--- src/rtl/ledz_pkg.sv ---
// Shared constants, RGB565 field positions, address helpers and the loader FSM
// state type for the LED panel framebuffer path.
package ledz_pkg;

  localparam int unsigned FRAME_WORDS = 2048;
  localparam int unsigned HALF_WORDS  = 1024;

  localparam int unsigned HALF_AW = 10;
  localparam int unsigned WR_AW   = 12;

  localparam int unsigned RGB_R_MSB = 15;
  localparam int unsigned RGB_R_LSB = 11;
  localparam int unsigned RGB_G_MSB = 10;
  localparam int unsigned RGB_G_LSB = 5;
  localparam int unsigned RGB_B_MSB = 4;
  localparam int unsigned RGB_B_LSB = 0;

  typedef enum logic [1:0] {
    IDLE,
    RECV,
    DRAIN,
    PEND_SWAP
  } state_e;

  // Buffer index on top, then half select and word-within-half.
  function automatic logic [WR_AW-1:0] fb_addr(input logic buf_idx,
                                               input logic [HALF_AW:0] idx);
    return {buf_idx, idx};
  endfunction

endpackage

--- src/rtl/spi_frame_loader_sync_edge.sv ---
// Multi-flop synchronizer with registered rise/fall pulses (spi_sync_edge).
// RST_VAL lets a line come out of reset looking already asserted.
module spi_sync_edge #(
  parameter int unsigned STAGES  = 2,
  parameter logic        RST_VAL = 1'b0
) (
  input  logic clk,
  input  logic rst,
  input  logic d,
  output logic q,
  output logic rise,
  output logic fall
);

  logic [STAGES-1:0] sync_q;
  logic              prev_q;
  logic              rise_q;
  logic              fall_q;

  always_ff @(posedge clk or posedge rst) begin
    if (rst) begin
      sync_q <= {STAGES{RST_VAL}};
      prev_q <= RST_VAL;
      rise_q <= 1'b0;
      fall_q <= 1'b0;
    end else begin
      sync_q <= {sync_q[STAGES-2:0], d};
      prev_q <= sync_q[STAGES-1];
      rise_q <= sync_q[STAGES-1] & ~prev_q;
      fall_q <= ~sync_q[STAGES-1] & prev_q;
    end
  end

  assign q    = sync_q[STAGES-1];
  assign rise = rise_q;
  assign fall = fall_q;

endmodule

--- src/rtl/spi_frame_loader.sv ---
// SPI RGB565 frame receiver writing into the panel framebuffer, single clock.
// Define LEDZ_DOUBLE_BUFFER_EN for double buffering with scan-aligned swaps.
module spi_frame_loader
  import ledz_pkg::*;
#(
  parameter int unsigned WORDS_PER_FRAME = FRAME_WORDS,
  parameter int unsigned SYNC_STAGES     = 2
) (
  input  logic             clk,
  input  logic             rst,
  input  logic             spi_sclk,
  input  logic             spi_mosi,
  input  logic             spi_cs,
  input  logic             scan_wrap,
  output logic             wr_en,
  output logic [WR_AW-1:0] wr_addr,
  output logic [15:0]      wr_data,
  output logic             disp_buf,
  output logic             frame_done,
  output logic             overrun,
  output logic             busy
);

  localparam logic [WR_AW-1:0] WPF_W = WR_AW'(WORDS_PER_FRAME);

  logic sclk_rise, sclk_s_unused, sclk_fall_unused;
  logic cs_s, cs_rise, cs_fall;
  logic [SYNC_STAGES-1:0] mosi_sync_q;
  logic mosi_s;

  spi_sync_edge #(.STAGES(SYNC_STAGES), .RST_VAL(1'b0)) u_sclk_sync (
    .clk  (clk),
    .rst  (rst),
    .d    (spi_sclk),
    .q    (sclk_s_unused),
    .rise (sclk_rise),
    .fall (sclk_fall_unused)
  );

  // CS syncs reset high so a window already open across reset yields no rise.
  spi_sync_edge #(.STAGES(SYNC_STAGES), .RST_VAL(1'b1)) u_cs_sync (
    .clk  (clk),
    .rst  (rst),
    .d    (spi_cs),
    .q    (cs_s),
    .rise (cs_rise),
    .fall (cs_fall)
  );

  always_ff @(posedge clk or posedge rst) begin
    if (rst) mosi_sync_q <= '0;
    else     mosi_sync_q <= {mosi_sync_q[SYNC_STAGES-2:0], spi_mosi};
  end
  assign mosi_s = mosi_sync_q[SYNC_STAGES-1];

  state_e           state_q, state_d;
  logic [3:0]       bit_cnt_q, bit_cnt_d;
  logic [WR_AW-1:0] word_idx_q, word_idx_d;
  logic [15:0]      shift_q, shift_d;
  logic             word_done_q, word_done_d;
  logic             fall_pend_q, fall_pend_d;
  logic             wr_en_q, wr_en_d;
  logic [WR_AW-1:0] wr_addr_q, wr_addr_d;
  logic [15:0]      wr_data_q, wr_data_d;
  logic             frame_done_q, frame_done_d;
  logic             overrun_q, overrun_d;
  logic             back;
  logic             word_wrap;

`ifdef LEDZ_DOUBLE_BUFFER_EN
  logic disp_buf_q, disp_buf_d;

  always_ff @(posedge clk or posedge rst) begin
    if (rst) disp_buf_q <= 1'b0;
    else     disp_buf_q <= disp_buf_d;
  end
  assign back     = ~disp_buf_q;
  assign disp_buf = disp_buf_q;
`else
  logic unused_cfg;
  assign unused_cfg = ^{scan_wrap, cs_s};
  assign back       = 1'b0;
  assign disp_buf   = 1'b0;
`endif

  assign word_wrap = sclk_rise && (bit_cnt_q == 4'hF);

  always_comb begin
    state_d      = state_q;
    bit_cnt_d    = bit_cnt_q;
    word_idx_d   = word_idx_q;
    shift_d      = shift_q;
    word_done_d  = 1'b0;
    fall_pend_d  = fall_pend_q;
    wr_en_d      = 1'b0;
    wr_addr_d    = wr_addr_q;
    wr_data_d    = wr_data_q;
    frame_done_d = 1'b0;
    overrun_d    = overrun_q;
`ifdef LEDZ_DOUBLE_BUFFER_EN
    disp_buf_d   = disp_buf_q;
`endif

    case (state_q)
      IDLE: begin
        if (cs_rise) begin
          state_d     = RECV;
          bit_cnt_d   = '0;
          word_idx_d  = '0;
          fall_pend_d = 1'b0;
        end
      end

      RECV: begin
        if (sclk_rise) begin
          shift_d   = {shift_q[14:0], mosi_s};
          bit_cnt_d = bit_cnt_q + 4'd1;
          if (bit_cnt_q == 4'hF) word_done_d = 1'b1;
        end

        if (word_done_q) begin
          if (word_idx_q < WPF_W) begin
            wr_en_d    = 1'b1;
            wr_addr_d  = fb_addr(back, word_idx_q[HALF_AW:0]);
            wr_data_d  = shift_q;
            word_idx_d = word_idx_q + 1'b1;
          end else begin
            overrun_d = 1'b1;
          end
        end

        // A CS fall racing a completing word is held until that word is written.
        if (cs_fall || fall_pend_q) begin
          if (word_done_q || word_wrap) begin
            fall_pend_d = 1'b1;
          end else begin
            fall_pend_d = 1'b0;
            state_d     = IDLE;
            if (word_idx_q == WPF_W) begin
`ifdef LEDZ_DOUBLE_BUFFER_EN
              state_d      = PEND_SWAP;
`else
              frame_done_d = 1'b1;
`endif
            end
          end
        end
      end

`ifdef LEDZ_DOUBLE_BUFFER_EN
      PEND_SWAP: begin
        if (cs_s) overrun_d = 1'b1;
        if (scan_wrap) begin
          disp_buf_d   = ~disp_buf_q;
          frame_done_d = 1'b1;
          state_d      = cs_s ? DRAIN : IDLE;
        end
      end

      DRAIN: begin
        if (!cs_s) state_d = IDLE;
      end
`endif

      default: state_d = IDLE;
    endcase
  end

  always_ff @(posedge clk or posedge rst) begin
    if (rst) begin
      state_q      <= IDLE;
      bit_cnt_q    <= '0;
      word_idx_q   <= '0;
      shift_q      <= '0;
      word_done_q  <= 1'b0;
      fall_pend_q  <= 1'b0;
      wr_en_q      <= 1'b0;
      wr_addr_q    <= '0;
      wr_data_q    <= '0;
      frame_done_q <= 1'b0;
      overrun_q    <= 1'b0;
    end else begin
      state_q      <= state_d;
      bit_cnt_q    <= bit_cnt_d;
      word_idx_q   <= word_idx_d;
      shift_q      <= shift_d;
      word_done_q  <= word_done_d;
      fall_pend_q  <= fall_pend_d;
      wr_en_q      <= wr_en_d;
      wr_addr_q    <= wr_addr_d;
      wr_data_q    <= wr_data_d;
      frame_done_q <= frame_done_d;
      overrun_q    <= overrun_d;
    end
  end

  assign wr_en      = wr_en_q;
  assign wr_addr    = wr_addr_q;
  assign wr_data    = wr_data_q;
  assign frame_done = frame_done_q;
  assign overrun    = overrun_q;
  assign busy       = (state_q != IDLE);

endmodule

--- config.mk ---
export PLATFORM = sky130hd
export DESIGN_NAME = spi_frame_loader
export DESIGN_NICKNAME = d
export VERILOG_FILES = /design/src/rtl/ledz_pkg.sv /design/src/rtl/spi_frame_loader_sync_edge.sv /design/src/rtl/spi_frame_loader.sv
export SDC_FILE = /design/constraint.sdc
export NUM_CORES = 1
export LEC_CHECK = 0
export CAP_MARGIN = 5
export CORE_ASPECT_RATIO = 2
export CORE_MARGIN = 2
export CORE_UTILIZATION = 30
export DETAILED_ROUTE_END_ITERATION = 10
export PLACE_DENSITY = 0.5
export SLEW_MARGIN = 10
export SYNTH_ARGS = -nofsm -noshare
export SYNTH_HDL_FRONTEND = slang
export SYNTH_SLANG_ARGS = --single-unit
export TNS_END_PERCENT = 1
--- constraint.sdc ---
create_clock -name clk -period 4.4 [get_ports clk]
set_input_delay 0.44 -clock clk [delete_from_list [all_inputs] [get_ports clk]]
set_output_delay 0.44 -clock clk [all_outputs]
set_load 0.005 [all_outputs]
# Word level (Yosys, flattened, before mapping)
# Index checks and enable logic that the tools add are counted.
totals:
  regBits: 77
  latchBits: 0
  ramBits: 0
  rom_bits: 0
  input_bits: 6
  output_inout_bits: 33
  wordCells: 76
  n_memories: 0
op_classes:
  add_sub_neg: 2
  multipliers: 0
  div: 0
  order_cmp: 1
  n_eq_ne: 9
  shifts: 0
  n_mux: 25
  n_bitwise: 7
  reduce_logical: 13
op_table:
  columns: ["cell", "n"]
  rows:
  - ["$mux 12", 3]
  - ["$pmux 12 s2", 1]
  - ["$reduce_and 3->1", 5]
  - ["$mux 1", 13]
  - ["$add 12x1->12 const B", 1]
  - ["$eq 12x12->1 const B", 1]
  - ["$lt 12x12->1 const B", 1]
  - ["$mux 4", 2]
  - ["$ne 2x2->1 const B", 4]
  - ["$pmux 4 s2", 1]
  - ["$mux 2", 3]
  - ["$add 4x1->4 const B", 1]
  - ["$eq 4x4->1 const B", 1]
  - ["$ne 2x1->1 const B", 2]
  - ["$not 1->1", 4]
  - ["$pmux 2 s2", 1]
  - ["$reduce_and 4->1", 1]
  - ["$reduce_bool 2->1", 2]
  - ["$and 1x1->1", 3]
  - ["$eq 2x1->1 const B", 1]
  - ["$logic_not 2->1", 1]
  - ["$logic_or 1x1->1", 2]
  - ["$pmux 1 s2", 1]
  - ["$reduce_and 2->1", 1]
  - ["$logic_and 1x1->1", 1]

# Logic depth before layout (Yosys ltp)
# Gate-level depths: netlist (run 1).
depth:
  word_depth: 6
  depth_mapped: 7
  depth_no_buf: 5

# By module
# A second synthesis (run 1) with hierarchy kept.
hier_totals:
  cells_unflattened: 222
  area_unflattened_um2: 3040.4
by_module_without_submodules:
  columns: ["mod", "n_inst", "cells_each", "area_each_um2", "seq_area_each_um2"]
  rows:
  - ["spi_frame_loader", 1, 206, 2748.9, 1676.6]
  - ["spi_sync_edge at u_cs_sync", 1, 8, 147.6, 128.9]
  - ["spi_sync_edge at u_sclk_sync", 1, 8, 143.9, 125.1]

# Least setup slack after synthesis (run 1)
# No wires, ideal clock.
synth_path:
  path_type: "reg2reg"
  start: "register state_q[0]"
  end: "register word_idx_q[10]"
  setup_time_ns: 0.078
  t_arrival_ns: 1.345
  t_required_ns: 4.322
  path_slack_ns: 2.977
  path_stages_with_launch: 6
  path_buffers: 1
  synth_period_minus_slack_ns: 1.423
  path_cell_list: "dfrtp_1 -> buf_2 -> nand4b_4 -> or2_1 -> or3_1 -> a21oi_1"
synth_via:
  elab_chain_len: 3
  elab_cells_between_ends: 8
  classes_between: "eq/ne: 4; mux: 1; reduce/logical: 3"
synth_rtl:
  columns: ["item", "line", "text"]
  rows:
  - ["start: declaration", "spi_frame_loader.sv:56", "state_e state_q, state_d;"]
  - ["start signal: assignment", "spi_frame_loader.sv:183", "state_q <= state_d;"]
  - ["$eq 2x1->1 / $logic_not 2->1 (equally long branches)", "spi_frame_loader.sv:104", "case (state_q)"]
  - ["$ne 2x2->1 (no source line), or another cell as far along", null, null]
  - ["$reduce_and 4->1 (no source line)", null, null]
  - ["end signal: assignment", "spi_frame_loader.sv:185", "word_idx_q <= word_idx_d;"]
  - ["end: declaration", "spi_frame_loader.sv:58", "logic [WR_AW-1:0] word_idx_q, word_idx_d;"]
# Several ways; a longest one is shown, not always the timed one.
# A chain may end at the register's enable or synchronous reset.

# Worst setup path in the final report (run 1)
layout_path:
  start: "register state_q[0]"
  end: "register word_idx_q[7]"
# Same word-level chain as after synthesis.

==> results of run 1 <==
## cell families (layout without fill, tap and decap cells)
| family | Yosys count | in the layout | synth area share |
|---|---|---|---|
| AND/OR/NAND/NOR | 129 | 129 | 0.1952 |
| flip-flops | 76 | 76 | 0.6421 |
| buffers and inverters | 18 | 59 | 0.02782 |
| AO/OA/AOI/OAI | 16 | 16 | 0.03373 |
| multiplexers | 16 | 16 | 0.06071 |
| XOR/XNOR | 9 | 9 | 0.02656 |
| adder cells (fa/ha/maj) | 3 | 3 | 0.01265 |
| other | 1 | 2 | 0.001264 |
## cell usage after synthesis
master / instances
and3_1: 2
inv_1: 5
buf_2: 6
nand4b_4: 1
xor2_1: 6
o21ai_0: 9
conb_1: 1
a31o_2: 1
nand3b_1: 1
nor4b_1: 1
dfstp_2: 3
o31ai_1: 1
nor3_1: 3
and2_1: 1
a21oi_1: 1
ha_1: 3
nor4_1: 1
nand2_1: 84
mux2_2: 16
buf_4: 2
nor2b_1: 4
a22o_1: 1
nand2b_1: 1
o211ai_1: 1
xnor2_1: 3
or3_2: 1
nand3_1: 2
nand4_1: 6
and4bb_2: 1
dfrtp_1: 73
a41o_1: 1
clkbuf_1: 5
o21a_1: 1
nor2_1: 17
and4_1: 1
or3_1: 1
or2_1: 1
## final timing paths
path,from,to,slack [ps],cells after the start
max reg2reg,state_q[0],word_idx_q[7],2430,5
max in group asynchronous,rst,bit_cnt_q[3],2840,3
min reg2reg,mosi_sync_q[0],mosi_sync_q[1],350,0
min in group asynchronous,rst,u_sclk_sync.sync_q[1],580,2
min,mosi_sync_q[0],mosi_sync_q[1],350,0
max,state_q[0],word_idx_q[7],2430,5
## routing by layer
| metal | global-route usage | up-vias |
|---|---|---|
| li1 | - | 941 |
| met5 | 0 | - |
| met1 | 0.1389 | 950 |
| met2 | 0.2082 | 34 |
| met4 | 0.06861 | 0 |
| met3 | 0.03324 | 11 |
## critical path, delay by kind of cell, from the launching register on
family	cells	cell delay [ps]
AND/OR/NAND/NOR	3	430
buffers and inverters	1	710
flip-flops	1	560
XOR/XNOR	1	190
## sequential cells by signal, indices dropped and copies added, names as in the netlist, 2 cells and up
signal and count:
shift_q 16, bit_cnt_q 4, word_idx_q 12, wr_data 16, u_cs_sync.sync_q 2, wr_addr 11
u_sclk_sync.sync_q 2, mosi_sync_q 2
## power by group
group | internal, mW | switching (mW)
combinational | 0.0568 | 0.0445
clock | 0.380 | 0.280
sequential | 0.761 | 0.0491
total | 1.20 | 0.373
## layout make-up
type                       count  area [µm²]
multi-input combinational    175       983.4
clock inverter                 6       41.29
sequential                    76        1906
fill                         993        5983
inverter                       5       18.77
timing repair buffer          38       372.9
clock buffer                  10       229.0
tap                          132       165.2
## per-stage QoR
step           setup slack, ps  cell area [µm²]  cells  utilization
2_1_floorplan             2027             2972    269            -
3_3_place_gp              2399             3446    426       0.3553
3_5_place_dp              2350             3446    426       0.3553
4_1_cts                   2374             3716    442       0.3831
5_1_grt                   2147             3716    442       0.3831
6_report                  2432             3716    442       0.3831
==> flow_summary.yaml, run 1 <==
hold_path:
  worstHoldPathType: "flip-flop to flip-flop"
pwr:
  peakVddDrop_mv: 0.2061
  power.density_nw_per_um2: 422.8
  leakagePower_nw: 1.784
  power_mw: 1.571
synthesis:
  ys_warn_count: 0
  synth-seq-cells: 76
  synth_largest_area_cell: "dfrtp_1"
  avgSynthCellArea_um2: 11.07
  ys_seq_area_frac: 0.6421
  netlist_instances: 268
  synth.cell_area_um2: 2968
  ys_types: 37
  synth_area_leaders: "dfrtp_1, nand2_1, mux2_2, dfstp_2, nor2_1"
  synth_top_cell_area_share: 0.6155
route:
  route.met2.wl_mm: 3.150
  wl_met3_um: 160
  wl_met1_mm: 2.263
  detail-route-antenna-nets: 0
  drt-pass1-iter-count: 6
  drt_iter0_drc: 145
  dr.max_layer_used: "met4"
  wl_per_cell_um: 13.00
  routed_wl_mm: 5.747
  post-route-drc-count: 0
  viasPerCell: 4.380
  vias: 1936
global_route:
  grt_antenna_before_repair: 0
  overflow: 0
  grt_first_pass_wirelength_mm: 9.880
  grt_max_degree: 41
  grt_pass1_vias: 1994
  grt_util_all_layers: 0.1238
sta:
  whs_ps: 348.9
  hold_violations: 0
  period_share: 0.4474
  min_period_ps: 1968
  setup_viol: 0
  grt_setup_unrepaired: "no"
  drv_slew: 0
  clock_skew_ps: 8.140
  fmax_mhz: 508.0
  timing.setup.tns_ps: 0
  tightest_slew_ps: 947.1
  slew_headroom: 0.3679
die:
  die_h_um: 144.7
  coreArea_um2: 9699
  io_pins: 39
  fp-row-count: 51
  start_util: 0.3060
  dieArea_um2: 10750
  fp.dieW_um: 74.33
run_status:
  status: "finished clean"
worst_setup_path:
  endpoint_kind: "flip-flop"
  critPathRequiredTime_ps: 4660
  cp_slowest_stage_delay_ps: 710
  path_class: "flip-flop to flip-flop"
  cp.arrival_ps: 2230
  cp-start-kind: "flip-flop"
  cp_max_fo: 30
  critical-path-slowest-cell: "inv_1"
  path_cells: "nand3b_1 > inv_1 > nand4_1 > xor2_1 > nor2_1"
clocking:
  clock-root-buffer: "clkbuf_16"
  cts_hold_buf: 0
  cts.sinks: 76
  cts_max_path_buffers: 2
  cts_tree: "done"
  htreeDepth: 3
  cts_resized: 0
  cts_buffers: 9
  clk_latency_ps: 330
  cts.clk_slew.worst_paths_ps: 60
  cts_setup_buffers: 0
final_layout:
  layout_commonest_cell: "nand2_1"
  n_antenna_cell: 0
  drive_above_1_share: 0.1355
  final_cell_mix: "nand2_1, dfrtp_1, clkdlybuf4s50_1, nor2_1, mux2_2"
  nets: 314
  syn_to_final_growth_pct: 25.21
place:
  dp_hpwl_mm: 3.872
  port-buffer-count: 35
  gp_congestion: 0.7845
flow_run:
  cap_violations: 0
Power figures use the tool's default switching activity.
==> inputs of run 2 (changes only) <==
Settings changed: PLACE_DENSITY 0.5 to 0.51.
Clock period 4.4 ns to 1.6 ns, I/O delays scaled along.
==> run 2 against run 1 <==
First-iteration DRC count fell by 6.9%. Clock skew down 1.8 ps. Design area grew 3.8%. Die area did not move. Worst hold slack got worse by 110 ps. Sequential cell count stayed put. Sequential share of layout area decreased by 1.8 points. Total power increased to 3.0 times the previous value. Register-to-register slack worse by 2300 ps. Clock power rose to 3.2 times the previous value. Via count grew 4.2%. Utilization up 1.4 points. Critical path type is now flip-flop to primary output. Critical endpoint is now busy. Highest routed layer unchanged.
==> flow_summary.yaml, run 2 (synthesized netlist as in run 1, its figures left out) <==
clocking:
  clk_latency_ps: 330
  cts_tree: "done"
  htreeDepth: 3
  cts.clk_slew.worst_paths_ps: 50
  clock-root-buffer: "clkbuf_16"
  cts_max_path_buffers: 2
  cts.sinks: 76
  cts_buffers: 9
die:
  io_pins: 39
  coreArea_um2: 9699
  dieArea_um2: 10750
  die_h_um: 144.7
  fp-row-count: 51
  fp.dieW_um: 74.33
  start_util: 0.3060
worst_setup_path:
  endpoint_kind: "primary output"
  r2r_end: "word_idx_q[10]"
  cp.arrival_ps: 1360
  critical_path.startpoint: "state_q[0]"
  critPathRequiredTime_ps: 1440
  cp-start-kind: "flip-flop"
  endpoint: "busy"
  cp_max_fo: 7
  path_class: "flip-flop to primary output"
  reg2reg_from: "word_idx_q[6]"
  reg2regPathDepth: 4
  regToRegSetupSlack_ps: 130
route:
  post-route-drc-count: 0
  vias: 2017
  routed_wl_mm: 5.989
  drt_iter0_drc: 135
  detail-route-antenna-nets: 0
  drt-pass1-iter-count: 4
  wl_per_cell_um: 13.31
  viasPerCell: 4.482
pwr:
  leakagePower_nw: 1.854
  power.density_nw_per_um2: 1216
  peakVddDrop_mv: 0.6154
sta:
  grt_setup_unrepaired: "no"
  hold_violations: 0
  timing.setup.tns_ps: 0
  period_share: 0.9524
  setup_viol: 0
  min_period_ps: 1524
  fmax_mhz: 656.3
  clock_skew_ps: 6.330
  drv_slew: 0
final_layout:
  nets: 322
  drive_above_1_share: 0.1604
  layout_commonest_cell: "nand2_1"
  fin_cells: 450
  final_cell_mix: "nand2_1, dfrtp_1, clkdlybuf4s50_1, nor2_1, mux2_2"
  n_antenna_cell: 0
  syn_to_final_growth_pct: 29.93
global_route:
  grt_pass1_vias: 2064
  grt_max_degree: 77
  grt_first_pass_wirelength_mm: 10.06
  overflow: 0
  grt_antenna_before_repair: 0
  grt_util_all_layers: 0.1282
hold_path:
  hold_start: "spi_cs"
  worstHoldPathType: "primary input to flip-flop"
place:
  dp_hpwl_mm: 4.004
  gp_congestion: 0.8051
  port-buffer-count: 35
  placedCellCount: 432
flow_run:
  cap_violations: 0
run_status:
  status: "finished clean"
[run 2: cell types whose count changed in the layout (fill, tap and decap cells not counted), sizes merged]
cell | previous run | this run
bufinv | 0 | 2
clkinvlp | 3 | 2
buf | 3 | 11
inv | 5 | 4
clkinv | 3 | 1
clkbuf | 10 | 12
[run 2: metrics by stage]
step	total power, mW	setup WS (ps)	hold WS, ps	cell area (µm²)	util
2_1_floorplan	2.451	176.6	164.5	2975	-
3_3_place_gp	2.544	161.0	332.1	3507	0.3616
3_5_place_dp	2.564	147.9	336.2	3507	0.3616
4_1_cts	4.738	6.805	229.5	3827	0.3946
5_1_grt	4.940	3.626	234.3	3856	0.3976
6_report	4.689	76.23	240.5	3856	0.3976
[run 2: where the power goes]
| group | switching, mW | internal (mW) | total, mW |
|---|---|---|---|
| logic | 0.142 | 0.192 | 0.334 |
| registers | 0.123 | 2.09 | 2.22 |
| clock network | 0.732 | 1.41 | 2.14 |
[run 2: repair_timing]
action / CTS / global route
endpoints found under the setup margin: 1 / 2
hold buffers: 0 / 0
buffers inserted: 0 / 2
pin swaps: 0 / 0
resized for setup: 1 / 1
[run 2: metal layers]
layer  wire length (µm)  share of wire  global-route usage  vias up
met5                  0              0                   0        -
met4                165          0.028             0.07237        0
met3                186          0.031             0.03116       10
met2               3352           0.56              0.2223       49
met1               2285           0.38              0.1389      994
li1                   -              -                   -      964
[run 2: how the worst min path moves through the flow]
stage          depth (start not counted)                  end  slack [ps]
6_report                               1  u_cs_sync.sync_q[0]         240
5_1_grt                                1  u_cs_sync.sync_q[0]         230
4_1_cts                                1  u_cs_sync.sync_q[0]         230
3_5_place_dp                           0       mosi_sync_q[1]         340
3_3_place_gp                           0       mosi_sync_q[1]         330
2_1_floorplan                          0  u_cs_sync.sync_q[0]         160
[run 2: cell type report]
type / instances / area, µm²
inverters: 5 / 22.52
flip-flops and latches: 76 / 1908
well taps: 132 / 165.2
fillers: 997 / 5843
repair buffers: 46 / 457.9
clock buffers: 12 / 246.5
multi-input cells: 175 / 983.4
clock inverters: 4 / 72.57
[run 2: critical path: stages, from the launching register on]
cell             delay [ps]
dfrtp_2                 390
buf_4                   150
clkdlybuf4s50_1         500
==> inputs of run 3 (changes only) <==
Settings changed: ABC_AREA set to 0.
==> results of run 3 <==
Final layout, timing and power as in run 2 (identical DEF).
